**src/rtl/mult_arbiter_pkg.sv**
```systemverilog
`default_nettype none
// ============================================================================
//  Module      : mult_pkg
//  Description : Shared constants and types for the mult_arbiter bus-master
//                sequencer: peripheral register map, FSM state encoding and
//                poll-counter sizing.
//  Revision    : 1.0 - initial release
// ============================================================================
package mult_pkg;

    // Peripheral register map (byte addresses on the 5-bit bus)
    localparam logic [4:0] ADDR_A      = 5'h04;
    localparam logic [4:0] ADDR_B      = 5'h08;
    localparam logic [4:0] ADDR_INIT   = 5'h0C;
    localparam logic [4:0] ADDR_DONE   = 5'h10;
    localparam logic [4:0] ADDR_RESULT = 5'h14;

    // Default number of done-polls before an operation is abandoned
    localparam int DEFAULT_TIMEOUT = 64;

    // Poll counter must be able to hold the value TIMEOUT itself
    function automatic int poll_cnt_width(input int timeout);
        return $clog2(timeout + 1);
    endfunction

    localparam int POLL_CNT_W = poll_cnt_width(DEFAULT_TIMEOUT);

    // Sequencer states, in bus-sequence order
    typedef enum logic [3:0] {
        ST_IDLE     = 4'd0,
        ST_WR_A     = 4'd1,
        ST_WR_B     = 4'd2,
        ST_INIT_SET = 4'd3,
        ST_INIT_CLR = 4'd4,
        ST_POLL_RD  = 4'd5,
        ST_POLL_CHK = 4'd6,
        ST_RES_RD   = 4'd7,
        ST_RES_CHK  = 4'd8,
        ST_ACK      = 4'd9,
        ST_GAP      = 4'd10
    } state_e;

endpackage : mult_pkg
`default_nettype wire

```
**src/rtl/rr_arb2.sv**
```systemverilog
`default_nettype none
// ============================================================================
//  Module      : rr_arb2
//  Description : Two-way round-robin arbiter. Grant is combinational from the
//                request vector and the priority pointer; the pointer moves to
//                the requester that was not just served when advance is high.
//  Revision    : 1.0 - initial release
// ============================================================================
module rr_arb2 (
    input  logic       clk,
    input  logic       rst,        // asynchronous, active-low
    input  logic [1:0] req,
    input  logic       advance,    // one-cycle pulse when a service completes
    input  logic       served,     // index of the requester just served
    output logic       gnt_valid,
    output logic       gnt_idx
);

    logic ptr_q;
    logic ptr_d;

    // Requester at the pointer wins; otherwise the other one if it asks
    always_comb begin
        gnt_valid = |req;
        gnt_idx   = 1'b0;
        if (req[ptr_q]) begin
            gnt_idx = ptr_q;
        end else if (req[~ptr_q]) begin
            gnt_idx = ~ptr_q;
        end
    end

    // After a completion, priority passes to the other requester
    always_comb begin
        ptr_d = ptr_q;
        if (advance) begin
            ptr_d = ~served;
        end
    end

    // Priority pointer register
    always_ff @(posedge clk or negedge rst) begin
        if (!rst) begin
            ptr_q <= 1'b0;
        end else begin
            ptr_q <= ptr_d;
        end
    end

endmodule : rr_arb2
`default_nettype wire

```
**src/rtl/mult_arbiter.sv**
```systemverilog
`default_nettype none
// ============================================================================
//  Module      : mult_arbiter
//  Description : Shares one multiplier peripheral between two requesters.
//                Arbitrates round-robin, then runs the register sequence
//                write A / write B / init pulse / poll done / read result and
//                returns the 32-bit product with a one-cycle ack.
//  Revision    : 1.0 - initial release
// ============================================================================
module mult_arbiter
    import mult_pkg::*;
#(
    parameter int TIMEOUT = DEFAULT_TIMEOUT
) (
    input  logic        clk,
    input  logic        rst,        // asynchronous, active-low
    input  logic [1:0]  req,
    input  logic [15:0] a0,
    input  logic [15:0] b0,
    input  logic [15:0] a1,
    input  logic [15:0] b1,
    output logic [1:0]  ack,
    output logic [31:0] result,
    output logic        err,
    output logic        busy,
    output logic        m_cs,
    output logic        m_rd,
    output logic        m_wr,
    output logic [4:0]  m_addr,
    output logic [15:0] m_dout,
    input  logic [31:0] m_din
);

    localparam int               CNT_W       = poll_cnt_width(TIMEOUT);
    localparam logic [CNT_W-1:0] TIMEOUT_CNT = CNT_W'(TIMEOUT);
    localparam logic [CNT_W-1:0] CNT_ONE     = CNT_W'(1);

    // FSM state
    state_e state_q, state_d;

    // Datapath registers
    logic             gnt_q,    gnt_d;
    logic [15:0]      a_q,      a_d;
    logic [15:0]      b_q,      b_d;
    logic [CNT_W-1:0] poll_q,   poll_d;
    logic [31:0]      result_q, result_d;
    logic             err_q,    err_d;

    // Registered outputs
    logic [1:0]       ack_q,    ack_d;
    logic             busy_q,   busy_d;
    logic             m_cs_q,   m_cs_d;
    logic             m_rd_q,   m_rd_d;
    logic             m_wr_q,   m_wr_d;
    logic [4:0]       m_addr_q, m_addr_d;
    logic [15:0]      m_dout_q, m_dout_d;

    // Arbiter interface
    logic w_gnt_valid;
    logic w_gnt_idx;

    rr_arb2 u_arb (
        .clk       (clk),
        .rst       (rst),
        .req       (req),
        .advance   (state_q == ST_ACK),
        .served    (gnt_q),
        .gnt_valid (w_gnt_valid),
        .gnt_idx   (w_gnt_idx)
    );

    // Next-state logic: fixed bus sequence with a done-poll loop
    always_comb begin
        state_d = state_q;
        unique case (state_q)
            ST_IDLE:     if (w_gnt_valid) state_d = ST_WR_A;
            ST_WR_A:     state_d = ST_WR_B;
            ST_WR_B:     state_d = ST_INIT_SET;
            ST_INIT_SET: state_d = ST_INIT_CLR;
            ST_INIT_CLR: state_d = ST_POLL_RD;
            ST_POLL_RD:  state_d = ST_POLL_CHK;
            ST_POLL_CHK: begin
                if (m_din[0]) begin
                    state_d = ST_RES_RD;
                end else if (poll_q < TIMEOUT_CNT) begin
                    state_d = ST_POLL_RD;
                end else begin
                    state_d = ST_ACK;
                end
            end
            ST_RES_RD:   state_d = ST_RES_CHK;
            ST_RES_CHK:  state_d = ST_ACK;
            ST_ACK:      state_d = ST_GAP;
            ST_GAP:      state_d = ST_IDLE;
            default:     state_d = ST_IDLE;
        endcase
    end

    // Operand latch, poll counter and result/err capture
    always_comb begin
        gnt_d    = gnt_q;
        a_d      = a_q;
        b_d      = b_q;
        poll_d   = poll_q;
        result_d = result_q;
        err_d    = err_q;
        unique case (state_q)
            ST_IDLE: begin
                if (w_gnt_valid) begin
                    gnt_d  = w_gnt_idx;
                    a_d    = w_gnt_idx ? a1 : a0;
                    b_d    = w_gnt_idx ? b1 : b0;
                    poll_d = '0;
                end
            end
            ST_POLL_RD: begin
                poll_d = poll_q + CNT_ONE;
            end
            ST_POLL_CHK: begin
                // Timed out: report error with a zero product
                if (state_d == ST_ACK) begin
                    result_d = '0;
                    err_d    = 1'b1;
                end
            end
            ST_RES_CHK: begin
                result_d = m_din;
                err_d    = 1'b0;
            end
            default: ;
        endcase
    end

    // Output decode from the next state so every strobe is a flop output
    always_comb begin
        ack_d    = 2'b00;
        busy_d   = (state_d != ST_IDLE);
        m_cs_d   = 1'b0;
        m_rd_d   = 1'b0;
        m_wr_d   = 1'b0;
        m_addr_d = 5'h00;
        m_dout_d = 16'h0000;
        unique case (state_d)
            ST_WR_A: begin
                m_cs_d   = 1'b1;
                m_wr_d   = 1'b1;
                m_addr_d = ADDR_A;
                m_dout_d = a_d;
            end
            ST_WR_B: begin
                m_cs_d   = 1'b1;
                m_wr_d   = 1'b1;
                m_addr_d = ADDR_B;
                m_dout_d = b_d;
            end
            ST_INIT_SET: begin
                m_cs_d   = 1'b1;
                m_wr_d   = 1'b1;
                m_addr_d = ADDR_INIT;
                m_dout_d = 16'h0001;
            end
            ST_INIT_CLR: begin
                m_cs_d   = 1'b1;
                m_wr_d   = 1'b1;
                m_addr_d = ADDR_INIT;
                m_dout_d = 16'h0000;
            end
            ST_POLL_RD: begin
                m_cs_d   = 1'b1;
                m_rd_d   = 1'b1;
                m_addr_d = ADDR_DONE;
            end
            ST_RES_RD: begin
                m_cs_d   = 1'b1;
                m_rd_d   = 1'b1;
                m_addr_d = ADDR_RESULT;
            end
            ST_ACK: begin
                ack_d = gnt_d ? 2'b10 : 2'b01;
            end
            default: ;
        endcase
    end

    // State, datapath and output registers; reset abandons any transfer
    always_ff @(posedge clk or negedge rst) begin
        if (!rst) begin
            state_q  <= ST_IDLE;
            gnt_q    <= 1'b0;
            a_q      <= 16'h0000;
            b_q      <= 16'h0000;
            poll_q   <= '0;
            result_q <= 32'h0000_0000;
            err_q    <= 1'b0;
            ack_q    <= 2'b00;
            busy_q   <= 1'b0;
            m_cs_q   <= 1'b0;
            m_rd_q   <= 1'b0;
            m_wr_q   <= 1'b0;
            m_addr_q <= 5'h00;
            m_dout_q <= 16'h0000;
        end else begin
            state_q  <= state_d;
            gnt_q    <= gnt_d;
            a_q      <= a_d;
            b_q      <= b_d;
            poll_q   <= poll_d;
            result_q <= result_d;
            err_q    <= err_d;
            ack_q    <= ack_d;
            busy_q   <= busy_d;
            m_cs_q   <= m_cs_d;
            m_rd_q   <= m_rd_d;
            m_wr_q   <= m_wr_d;
            m_addr_q <= m_addr_d;
            m_dout_q <= m_dout_d;
        end
    end

    assign ack    = ack_q;
    assign result = result_q;
    assign err    = err_q;
    assign busy   = busy_q;
    assign m_cs   = m_cs_q;
    assign m_rd   = m_rd_q;
    assign m_wr   = m_wr_q;
    assign m_addr = m_addr_q;
    assign m_dout = m_dout_q;

endmodule : mult_arbiter
`default_nettype wire

```
**config.mk**
```make
export PLATFORM = sky130hd
export DESIGN_NAME = mult_arbiter
export DESIGN_NICKNAME = d
export VERILOG_FILES = /design/src/rtl/mult_arbiter_pkg.sv /design/src/rtl/rr_arb2.sv /design/src/rtl/mult_arbiter.sv
export SDC_FILE = /design/constraint.sdc
export NUM_CORES = 1
export LEC_CHECK = 0
export ABC_AREA = 1
export CAP_MARGIN = 20
export CORE_MARGIN = 2
export CORE_UTILIZATION = 30
export CTS_CLUSTER_SIZE = 25
export DETAILED_ROUTE_END_ITERATION = 8
export PLACE_DENSITY = 0.64
export SYNTH_ARGS = -nofsm -noshare
export SYNTH_HDL_FRONTEND = slang
export SYNTH_HIERARCHICAL = 1
export SYNTH_SLANG_ARGS = --single-unit
```
**constraint.sdc**
```tcl
create_clock -name clk -period 3.85 [get_ports clk]
set_input_delay 1.155 -clock clk [delete_from_list [all_inputs] [get_ports clk]]
set_output_delay 1.155 -clock clk [all_outputs]
set_load 0.05 [all_outputs]
```
After elaboration in Yosys (flattened, before gate mapping)
Cells that the tools add are included.
{"block": "word_totals", "reg_bits": 105, "output_inout_bits": 60, "ram_bits": 0, "memories": 0, "inputBits": 100, "latchBits": 0, "wordCells": 81, "rom_bits": 0}
{"block": "classes", "addsub": 1, "reduce_logical": 11, "mul": 0, "div": 0, "bitwise_logic": 2, "shift": 0, "muxes": 31, "magnitude_cmp": 3, "n_eq_ne": 18}
{"op": "$mux 16", "count": 6}
{"op": "$pmux 32 s2", "count": 1}
{"op": "$pmux 16 s3", "count": 1}
{"op": "$pmux 4 s10", "count": 1}
{"op": "$mux 32", "count": 1}
{"op": "$eq 4x3->1 const B", "count": 7}
{"op": "$pmux 5 s5", "count": 1}
{"op": "$eq 4x2->1 const B", "count": 4}
{"op": "$pmux 7 s2", "count": 1}
{"op": "$eq 4x4->1 const B", "count": 3}
{"op": "$mux 1", "count": 12}
{"op": "$mux 4", "count": 3}
{"op": "$eq 4x1->1 const B", "count": 2}
{"op": "$add 7x1->7 const B", "count": 1}
{"op": "$lt 7x7->1 const B", "count": 1}
{"op": "$mux 7", "count": 1}
{"op": "$reduce_or 2->1", "count": 3}
{"op": "$reduce_or 6->1", "count": 1}
{"op": "$logic_not 4->1", "count": 1}
{"op": "$lt 1x2->1 const B", "count": 2}
{"op": "$mux 2", "count": 2}
{"op": "$reduce_and 2->1", "count": 2}
{"op": "$reduce_bool 2->1", "count": 2}
{"op": "$reduce_bool 4->1", "count": 1}
{"op": "5 further kinds", "count": 6}

Depth between registers and ports, before layout
{"block": "depth", "word_depth": 9, "mapped_depth": 8, "depth_no_buf": 7}

By module
Netlist, hierarchy kept.
{"module": "mult_arbiter", "n_inst": 1, "cells_each": 452, "area_per_inst_um2": 4005.1, "seq_area_each_um2": 2152.1}
{"module": "rr_arb2", "n_inst": 1, "cells_each": 9, "area_per_inst_um2": 58.8, "seq_area_each_um2": 25.0}

Worst setup path before layout
Ideal clock, no wire load.
{"block": "synth_timing", "path_type": "input-to-reg", "start": "input port req[1]", "end": "register m_dout_q[11] (netlist: m_dout[11])", "path_buffers": 2, "t_arrival_ns": 2.127, "cell_stages": 7, "t_required_ns": 3.726, "setup_slack_ns": 1.599, "setup_time_ns": 0.124, "cell_sequence": "inv_1 -> a21oi_1 -> buf_2 -> buf_1 -> nand2_1 -> o211ai_1 -> nand2_1"}
{"block": "synth_via", "elab_chain_cells": 8, "word_cells_on_any_way": 19, "classes_between": "eq/ne: 3; mux: 15; reduce/logical: 1"}
{"item": "from (decl)", "line_no": "mult_arbiter.sv:17", "text": "input logic [1:0] req,"}
{"item": "$mux 1 (implied by the code) (2 in series)", "line_no": "rr_arb2.sv:28", "text": "end else if (req[~ptr_q]) begin"}
{"item": "$mux 1", "line_no": "rr_arb2.sv:28"}
{"item": "$mux 1 *", "line_no": "rr_arb2.sv:26", "text": "if (req[ptr_q]) begin"}
{"item": "named net w_gnt_idx", "line_no": "mult_arbiter.sv:60", "text": "logic w_gnt_idx;"}
{"item": "$mux 16 (on tied branches)", "line_no": "mult_arbiter.sv:112, mult_arbiter.sv:111"}
{"item": "$mux 16", "line_no": "mult_arbiter.sv:109", "text": "if (w_gnt_valid) begin"}
{"item": "$mux 16", "line_no": "mult_arbiter.sv:107", "text": "unique case (state_q)"}
{"item": "$pmux 16 s3 *", "line_no": "mult_arbiter.sv:143", "text": "unique case (state_d)"}
{"item": "named net m_dout_d[11]", "line_no": "mult_arbiter.sv:56", "text": "logic [15:0] m_dout_q, m_dout_d;"}
{"item": "to (signal assigned)", "line_no": "mult_arbiter.sv:216", "text": "m_dout_q <= m_dout_d;"}
{"item": "to (decl)", "line_no": "mult_arbiter.sv:56"}
Mark *: on every way through the listed nets, which the timed path passes. The rest lies on a longest branch. The select of a mux whose other input is x is not followed.
A chain may end at the register's enable or synchronous reset.

Worst setup path after layout
{"block": "layout_timing", "start": "input port req[1]", "end": "register m_dout_q[14] (netlist: m_dout[14])"}
The elaborated chain is that of the path after synthesis.

==> run summary <==
TIMING
-------------------------------------------------------------------------------------
Slew @ Worst Pin                                                             0.826 ns
Min setup slack post-route                                                    1.10 ns
Final worst hold slack                                                       0.497 ns
Final number of hold-violating endpoints                                            0
# setup viols final                                                                 0
Unrepaired setup endpoints after global routing                                    no
Clock Skews                                                                0.00766 ns
F_max                                                                         364 MHz
Setup TNS                                                                        0 ns
Final count of pins violating max slew                                              0
Min Clock Period, post-route                                                  2.75 ns
Relative slew slack                                                             0.449
Part of the cycle the worst path needs                                          0.714

GLOBAL ROUTE
-------------------------------------------------------------------------------------
Global route overflow                                                               0
Aggregate global-route resource usage                                           0.160
Pin count of the biggest net entering global routing                               66
Number of antenna violations at the first check in global routing                   0
Wire length of the first global-routing pass                                  18.3 mm
Number of global-route vias before repair                                        3612

DRT
-------------------------------------------------------------------------------------
DRT iter0 DRCs                                                                    297
DRC violations left                                                                 0
Average wire length per cell after detail routing                             14.4 um
Detailed-routing iteration count for the pre-antenna-repair pass                    4
Total routed wirelength                                                       11.4 mm
Number of nets with antenna violations after detailed routing                       0
Via Count                                                                        3672
Mean number of vias per cell                                                     4.67

CLOCKING
-------------------------------------------------------------------------------------
TritonCTS Sinks                                                                    87
Post-cts resize count                                                               0
Maximum buffer depth of the clock tree                                              2
Clock-pin slew of the registers on the worst-case setup and hold paths        0.06 ns
CTS root buf                                                                clkbuf_16
TritonCTS clock tree                                                             done
Number of buffers added by the clock tree synthesis step                            9
Cts hold-fix bufs                                                                   0
Clock H-tree levels                                                                 3
Setup repair bufs after CTS                                                         0
Clk Latency, worst-skew pair                                                  0.33 ns

SETUP PATH
-------------------------------------------------------------------------------------
CP Class                                                                       in2reg
Slowest Stage Delay on Critical Path                                          0.59 ns
Startpoint class of the critical path                                       input pin
R2r setup slk                                                                 1.39 ns
Critical path endpoint category                                                  flop
Worst reg2reg path depth                                                            7
Critical path arrival                                                         2.96 ns
Most prevalent standard cell on the critical path                             nand2_1
Critical path required time                                                   4.07 ns
Worst R2R Start                                                            state_q[0]
Crit Reg-Reg Endpoint                                                      m_dout[11]
Kind of cell adding the most delay to the critical path                  buffers and inverters
Worst path cell trace                                                    clkdlybuf4s50_1, inv_1, a21oi_4, buf_4, nand2_1, o211ai_1, nand2_1
Cell with the largest stage delay on the worst path                           a21oi_4
CP bufs+invs                                                                        3
Max FO, Critical Path                                                              26

LAYOUT
-------------------------------------------------------------------------------------
Filler instances                                                                 1253
Most used cells in the layout excluding fill and tap cells               clkdlybuf4s50_1, nand2_1, dfrtp_1
Multi-input logic area                                                      1560 um^2
Number of antenna repair diodes                                                     0
Number of nets in the final layout                                                707
Most common library cell in the layout ignoring fill and taps            clkdlybuf4s50_1
Register cell area after layout                                             2180 um^2
Total non-filler cell area in the finished layout                           6080 um^2
Area growth from synthesis to layout                                            49.5%
Ratio of cells with drive above 1 in the final layout                          0.0867
Core Util, Final                                                                0.459

MIN PATH
-------------------------------------------------------------------------------------
Type of the worst min-delay path                                              reg2reg
Endpoint of the worst hold-timing path                                     result[15]
Hold Path Origin                                                           result[15]
WHS Path Cells                                                                      2

PLACED DESIGN
-------------------------------------------------------------------------------------
Minimum setup slack after placement                                          0.755 ns
Routability-driven placement congestion ratio                                   0.846
IO buf count                                                                      157
Post-detailed-placement half-perimeter wirelength                             8.31 mm
Placed standard-cell area                                                   5770 um^2

SYNTH
-------------------------------------------------------------------------------------
Syn_area_per_cell                                                           8.82 um^2
Post-synth top flop                                                           dfrtp_1
Cell taking the most area after synthesis                                     dfrtp_1
Yosys warns                                                                         6
Leading post-synthesis cells by cell area                                dfrtp_1, nand2_1, nand3_1
Number of flops mapped to enable cells by yosys                                     0
Sequential share of the synthesized area                                        0.536
Mapped Cells                                                                      461
Share of flip-flops with an asynchronous set or reset after synthesis            1.00
Share of Yosys cell area claimed by the top area cell type                      0.536
Number of different library cells in the post-synthesis netlist                    29
Syn Std Cell Area                                                           4060 um^2
Synthesized flop and latch total                                                   87

POWER
-------------------------------------------------------------------------------------
Power per cell area                                                       859 nW/um^2
Maximum ir drop on the vdd rail                                              0.225 mV
Static leakage                                                                2.85 nW

FLOW RUN
-------------------------------------------------------------------------------------
Count of max-cap constraint violations                                              0

STATUS
-------------------------------------------------------------------------------------
Run status                                                               complete, no violations

FLOORPLAN
-------------------------------------------------------------------------------------
Horizontal die dimension                                                       120 um
Die Span Y                                                                     120 um
Effective utilization at floorplan                                              0.307
Placeable core area                                                        13200 um^2
Num ports                                                                         160
Cell Rows                                                                          42
Die area                                                                   14500 um^2

==> area by class of cell <==
type                    count  area share
clock inverters             3     0.00659
multi-input cells         294       0.257
clock buffers              13      0.0445
repair buffers            164       0.267
flip-flops and latches     87       0.358
inverters                  50      0.0309
well taps                 176      0.0362
==> how the worst max path moves through the flow <==
stage               slack [ns]    endpoint  cells after the start  startpoint
finish                    1.10  m_dout[14]                      7      req[1]
global placement          0.82   m_dout[7]                      7      req[1]
detailed placement        0.76  m_dout[14]                      7      req[1]
global route              0.94  m_dout[15]                      7      req[1]
floorplan                 1.60  m_dout[11]                      7      req[1]
CTS                       1.10  m_dout[14]                      7      req[1]
==> power by group <==
part | internal (W) | total, W | leakage, nW | switching (W)
Clock | 0.000554 | 0.000889 | 0.156 | 0.000335
Combinational | 0.000894 | 0.00275 | 1.58 | 0.00185
Sequential | 0.00132 | 0.00158 | 1.12 | 0.000260
==> synth_stat cells (3+ instances only) <==
| cell type | n |
|---|---|
| nand2_1 | 108 |
| dfrtp_1 | 87 |
| nand3_1 | 80 |
| inv_1 | 47 |
| nand4_1 | 19 |
| o21ai_0 | 18 |
| buf_2 | 16 |
| mux2_2 | 16 |
| o211ai_1 | 16 |
| nor2_1 | 12 |
| clkbuf_1 | 8 |
| o21ai_1 | 6 |
| buf_1 | 3 |
| buf_4 | 3 |
| inv_2 | 3 |
==> tightest hold or removal path: stages (launching register included) <==
cell and delay [ns]:
dfrtp_1 0.34, nand3_1 0.07, nand2_1 0.06
==> registers in the layout, indices dropped and copies added, names as in the netlist <==
register	cells
result	32
b_q	16
m_dout	16
poll_q	7
state_q	4
m_addr	3
ack	2
busy	1
err	1
gnt_q	1
m_cs	1
m_rd	1
m_wr	1
u_arb/ptr_q	1
==> metal layers <==
layer	up-vias	global-route usage	wire length, um
li1	1812	-	-
met1	1732	0.211	5000
met2	117	0.254	5430
met3	11	0.0410	721
met4	0	0.0625	197
met5	-	0	0
==> metrics by stage <==
stage | cells | total power [W]
floorplan | 462 | 0.00340
global placement | 771 | 0.00431
detailed placement | 771 | 0.00436
CTS | 787 | 0.00527
global route | 787 | 0.00554
finish | 787 | 0.00522
==> cells by family after synthesis <==
family | synth area share
xor+xnor | 0.00216
simple gates | 0.266
fa+ha+maj | 0.00308
compound gates | 0.0637
mux | 0.0443
flops | 0.536
buf+inv | 0.0844
other cells | 0.000923
Power figures use the tool's default switching activity.
